**config.mk**
```make
export PLATFORM = sky130hd
export DESIGN_NAME = i3c_target_hdr_entry_rx
export DESIGN_NICKNAME = d
export VERILOG_FILES = /design/src/rtl/i3c_target_hdr_entry_rx.sv
export SDC_FILE = /design/constraint.sdc
export NUM_CORES = 1
export LEC_CHECK = 0
export ABC_AREA = 1
export BUFFER_PORTS_ARGS = -buffer_cell sky130_fd_sc_hd__buf_4
export CORE_MARGIN = 5
export CORE_UTILIZATION = 56
export DETAILED_ROUTE_END_ITERATION = 6
export PLACE_DENSITY = 0.85
export SYNTH_ARGS = -nofsm -noshare
export SYNTH_HDL_FRONTEND = slang
export SYNTH_SLANG_ARGS = --single-unit
```
**constraint.sdc**
```tcl
create_clock -name i_sdr_clk -period 1.8 [get_ports i_sdr_clk]
set_input_delay 0.36 -clock i_sdr_clk [delete_from_list [all_inputs] [get_ports i_sdr_clk]]
set_output_delay 0.36 -clock i_sdr_clk [all_outputs]
set_load 0.005 [all_outputs]
```
**src/rtl/i3c_target_hdr_entry_rx.sv**
```systemverilog
// i3c_target_hdr_entry_rx: target-side SDR responder that ACKs the broadcast address and decodes ENTHDRx into HDR entry.
module i3c_target_hdr_entry_rx #(
  parameter int SYNC_STAGES = 2,
  parameter logic [6:0] BCAST_ADDR = 7'h7E,
  parameter logic [7:0] ENTHDR_BASE = 8'h20
) (
  input  logic       i_sdr_clk,
  input  logic       i_sdr_rst,
  input  logic       i_target_en,
  input  logic       i_scl,
  input  logic       i_sda,
  input  logic       i_hdr_exit,
  output logic       o_sda_pull_low,
  output logic       o_bcast_ack,
  output logic       o_hdr_enter,
  output logic       o_hdr_active,
  output logic [2:0] o_hdr_mode,
  output logic [7:0] o_ccc_byte,
  output logic       o_parity_err,
  output logic       o_ccc_unsupported
);
  localparam int NS = (SYNC_STAGES < 2) ? 2 : SYNC_STAGES;
  typedef enum logic [2:0] {IDLE, ADDR, ACK, CCC, CHECK, HDR, WAIT_STOP} state_t;
  state_t state, state_n;
  logic [NS-1:0] scl_q, sda_q;
  logic scl_d, sda_d, scl_s, sda_s;
  logic rise, fall, start, stop, shift, bit_done, par_ok, supp, clr;
  logic [3:0] cnt, cnt_n;
  logic [7:0] sh, sh_n, ccc_n;
  logic tbit, tbit_n;
  logic pull_n, ack_n, enter_n, active_n, perr_n, unsup_n;
  logic [2:0] mode_n;
  always_ff @(posedge i_sdr_clk)
    if (i_sdr_rst) begin
      scl_q <= '1;
      sda_q <= '1;
      scl_d <= 1'b1;
      sda_d <= 1'b1;
    end else begin
      scl_q <= {scl_q[NS-2:0], i_scl};
      sda_q <= {sda_q[NS-2:0], i_sda};
      scl_d <= scl_q[NS-1];
      sda_d <= sda_q[NS-1];
    end
  assign scl_s = scl_q[NS-1];
  assign sda_s = sda_q[NS-1];
  assign rise = scl_s & ~scl_d;
  assign fall = ~scl_s & scl_d;
  assign start = scl_s & sda_d & ~sda_s;
  assign stop = scl_s & ~sda_d & sda_s;
  assign shift = rise && (state == ADDR || state == CCC);
  // address completes on the 8th sample, CCC on the 9th (byte plus T-bit)
  assign bit_done = rise && cnt == ((state == ADDR) ? 4'd7 : 4'd8);
  assign par_ok = tbit == ~^o_ccc_byte;
  assign supp = o_ccc_byte[7:3] == ENTHDR_BASE[7:3];
  always_ff @(posedge i_sdr_clk)
    if (i_sdr_rst) state <= IDLE;
    else state <= state_n;
  always_comb begin
    state_n = state;
    if (!i_target_en) state_n = IDLE;
    else
      case (state)
        IDLE:      state_n = start ? ADDR : IDLE;
        ADDR:      state_n = stop ? IDLE : start ? ADDR : !bit_done ? ADDR :
                             ({sh[6:0], sda_s} == {BCAST_ADDR, 1'b0}) ? ACK : WAIT_STOP;
        ACK:       state_n = stop ? IDLE : start ? ADDR : (fall && o_sda_pull_low) ? CCC : ACK;
        CCC:       state_n = stop ? IDLE : start ? ADDR : bit_done ? CHECK : CCC;
        CHECK:     state_n = (par_ok && supp) ? HDR : WAIT_STOP;
        HDR:       state_n = i_hdr_exit ? IDLE : HDR;
        WAIT_STOP: state_n = stop ? IDLE : start ? ADDR : WAIT_STOP;
        default:   state_n = IDLE;
      endcase
  end
  always_comb begin
    clr = start || (state == ACK && state_n == CCC);
    cnt_n = clr ? 4'd0 : (shift && cnt != 4'hF) ? cnt + 4'd1 : cnt;
    sh_n = shift ? {sh[6:0], sda_s} : sh;
    ccc_n = (state == CCC && state_n == CHECK) ? sh : o_ccc_byte;
    tbit_n = (state == CCC && state_n == CHECK) ? sda_s : tbit;
    // SDA is only ever grabbed on an SCL fall and dropped when ACK is left
    pull_n = state == ACK && state_n == ACK && (o_sda_pull_low || fall);
    ack_n = state == ACK && state_n == ACK && fall && !o_sda_pull_low;
    enter_n = state == CHECK && state_n == HDR;
    perr_n = state == CHECK && state_n == WAIT_STOP && !par_ok;
    unsup_n = state == CHECK && state_n == WAIT_STOP && par_ok;
    mode_n = enter_n ? o_ccc_byte[2:0] : o_hdr_mode;
    active_n = enter_n || (o_hdr_active && state_n == HDR);
  end
  always_ff @(posedge i_sdr_clk)
    if (i_sdr_rst) begin
      cnt <= '0;
      sh <= '0;
      tbit <= 1'b0;
      o_ccc_byte <= '0;
      o_sda_pull_low <= 1'b0;
      o_bcast_ack <= 1'b0;
      o_hdr_enter <= 1'b0;
      o_hdr_active <= 1'b0;
      o_hdr_mode <= '0;
      o_parity_err <= 1'b0;
      o_ccc_unsupported <= 1'b0;
    end else begin
      cnt <= cnt_n;
      sh <= sh_n;
      tbit <= tbit_n;
      o_ccc_byte <= ccc_n;
      o_sda_pull_low <= pull_n;
      o_bcast_ack <= ack_n;
      o_hdr_enter <= enter_n;
      o_hdr_active <= active_n;
      o_hdr_mode <= mode_n;
      o_parity_err <= perr_n;
      o_ccc_unsupported <= unsup_n;
    end
endmodule

```
==> summary.md <==
| Metric | Value |
|---|---|
| Syn Inst Count | `260` |
| DRC | `0` |
| Post-DRT Antenna Nets | `0` |
| R2R Path End | `o_ccc_unsupported` |
| Ratio of cells with drive above 1 in the final layout | `35.0%` |
| CTS buffer count | `5` |
| CP Data Arrival Time | `2.03 ns` |
| Most frequent cells in the layout | `51 x nand2_1, 45 x nor2_1, 39 x buf_4, 28 x dfxtp_1, 21 x inv_1` |
| HP Start | `i_sda` |
| Buffers on Ports | `22` |
| Final Hold Fails | `0` |
| Total gr overflow | `0` |
| Initial antenna violation count | `0` |
| Area grow syn2layout | `27.7%` |
| Max-slew violation count | `0` |
| Total Routed Length | `4370 µm` |
| R2R Setup Slk | `0.06 ns` |
| Worst Skew | `0.0144 ns` |
| I/O pin count | `23` |
| Worst setup margin | `0.0604 ns` |
| CP Buf/Inv Count | `0` |
| Hold Crit Depth | `2` |
| CTS sink cnt | `39` |
| Top delay family on crit path | `simple AND/OR/NAND/NOR gates` |
| Die X | `67.0 µm` |
| Antenna fix cells | `0` |
| Max Root-Sink Buffers | `2` |
| Syn avg cell area | `7.00 µm²` |
| Synth warn | `0` |
| Kind of critical path | `register to register` |
| CP required | `2.09 ns` |
| Number of global-route vias before repair | `1,592` |
| Nature of the critical path startpoint | `register` |
| Filler cell count | `228` |
| Starting DRT DRC Count | `135` |
| Worst-Skew Late Latency | `0.35 ns` |
| Post-Route Utilization | `75.5%` |
| Worst Hold End | `sda_q[0]` |
| DPL Wire Length | `2800 µm` |
| Commonest non-fill, non-tap cell in the layout | `nand2_1` |
| NumNets Final | `309` |
| Yosys cell types | `30` |
| GP Congestion | `0.887` |
| Die Height | `67.0 µm` |
| Post-Syn Nets | `267` |
| RSZ-0062 raised after global routing | `yes` |
| R2R depth | `11` |
| Post-synth top area share | `42.9%` |
| Post-DP Area | `2090 µm²` |
| Tcrit/Tclk final | `96.6%` |
| Rows | `20` |
| Mapped Area | `1820 µm²` |
| CTS root buf | `clkbuf_4` |
| Max_cap viols | `0` |
| Peak Freq | `575 MHz` |
| H-tree Lvls | `2` |
| Critical Path Fanout Max | `5` |
| # setup viols final | `0` |
| Top cells by area, synth | `dfxtp_1 43%, nand2_1 13%, nor2_1 10%` |
| Pwr Total | `0.00136 W` |
| DP Worst Slack | `-0.0655 ns` |
| Outcome | `finished clean` |
| Core Box Area | `3080 µm²` |
| Path category of the worst min-delay check | `primary input to register` |
| Pre-antenna DRT Iters | `5` |
| Min cycle time layout | `1.74 ns` |
| Flops & latches, synth | `39` |
| Die footprint | `4490 µm²` |
| Peak VDD IR | `390 µV` |
| Finished Cell Area | `2320 µm²` |
| Pleak | `1.07 nW` |
| Seq/Total Area, Yosys | `42.9%` |
| Top cell type by total area after synthesis | `dfxtp_1` |
| Routed vias | `1,817` |
| Via density | `5.24` |
| Total global-route track usage | `19.6%` |
| First-pass GRT wire length | `6730 µm` |
| CTS Hold Buffers Added | `0` |
| Worst-Margin Slew | `0.391 ns` |
| Relative slew slack | `73.7%` |
| CP max stage cell | `dfxtp_2` |
| Critical path cell sequence | `nor2_2 -> nand3_2 -> a21oi_4 -> nand2_2 -> nor2_4 -> o211ai_2 -> nand3_4 -> nand2_2 -> nor2_4 -> nand2_1 -> nor2_2` |
| CP endpoint kind | `register` |
| Initial core utilization | `59.1%` |
| Worst path max stage delay | `0.37 ns` |
| Largest net degree at the start of global routing | `17` |
| Setup_tns | `0 ns` |
| CTS tree | `built` |
| Clock transition at the registers of the reported paths | `0.11 ns` |
| R2R Path Start | `cnt[1]` |
| PwrDens | `585 nW/µm²` |
| DR WL/cell | `12.6 µm` |
==> layer usage <==
metal / vias to the layer above / part of all wire (%) / GRT usage [%] / routed length, µm
li1: 916 / - / - / -
met1: 832 / 41 / 23.2 / 1790
met2: 57 / 51 / 32.8 / 2230
met3: 12 / 5.4 / 3.88 / 236
met4: 0 / 2.6 / 11.1 / 112
met5: - / 0 / 0 / 0
==> flip-flops by register name, summed over array words and instances (netlist names), 2 cells and up <==
register	cells
o_ccc_byte	8
cnt	4
state	3
o_hdr_mode	3
sda_q	2
sh	8
scl_q	2
==> repair_timing <==
item | 4_1_cts | 5_1_grt
pin swaps | 1 | 13
gates cloned | 0 | 1
setup buffers | 0 | 7
endpoints found under the setup margin | 19 | 23
gates resized for setup | 5 | 41
==> kinds of logic after synthesis <==
logic type      Yosys count  synth area share [%]
compound gates           25                  8.11
xor+xnor                  2                 0.962
mux                       1                 0.550
fa+ha+maj                 1                 0.687
buf+inv                  33                  7.28
flops                    39                  42.9
simple gates            159                  39.5
==> worst max path at each step <==
stage | startpoint | to | depth (start not counted)
after global routing | o_ccc_byte[6] | cnt[2] | 13
after CTS | state[0] | o_ccc_byte[0] | 11
final | cnt[1] | o_ccc_unsupported | 11
after global placement | scl_q[1] | o_sda_pull_low | 11
after detailed placement | scl_q[1] | o_ccc_unsupported | 11
after floorplan | scl_q[1] | o_ccc_byte[6] | 11
==> cell type report <==
class	instances	area (µm²)	share of cell area, %
Sequential cell	39	802	34.5
Tap cell	44	55.1	2.37
Clock buffer	7	45.0	1.94
Inverter	28	105	4.52
Timing Repair Buffer	39	293	12.6
Multi-Input combinational cell	189	1020	43.9
Clock inverter	1	5.00	0.215
==> stage by stage <==
| step | hold WS (ns) | cells |
|---|---|---|
| floorplan | 0.389 | 260 |
| global placement | 0.392 | 331 |
| detailed placement | 0.401 | 331 |
| CTS | 0.183 | 339 |
| global route | 0.193 | 347 |
| finish | 0.197 | 347 |
==> where the power goes <==
group          switching (W)  internal, W  leakage (nW)
combinational      0.0000414    0.0000250         0.724
sequential        0.00000437     0.000865         0.320
clock               0.000273     0.000152        0.0293
total               0.000319      0.00104          1.07
==> Yosys cell counts <==
cell type / count
nand3_2: 1
mux2i_1: 1
nor3_1: 2
nand4_1: 10
nand2_1: 61
a21oi_1: 7
inv_1: 25
o22ai_1: 1
xor2_1: 2
a31oi_2: 1
or2_2: 6
nor3_2: 1
nand3_1: 17
buf_2: 1
buf_6: 1
inv_2: 1
clkinv_1: 2
clkbuf_1: 2
nor2_1: 49
nand2_2: 3
nor2_2: 7
ha_1: 1
a21oi_2: 1
buf_1: 1
nand3_4: 1
dfxtp_1: 39
o21ai_0: 13
o31ai_1: 1
o211ai_2: 1
nor2_4: 1
No activity file was read; power rests on OpenSTA's default activity.
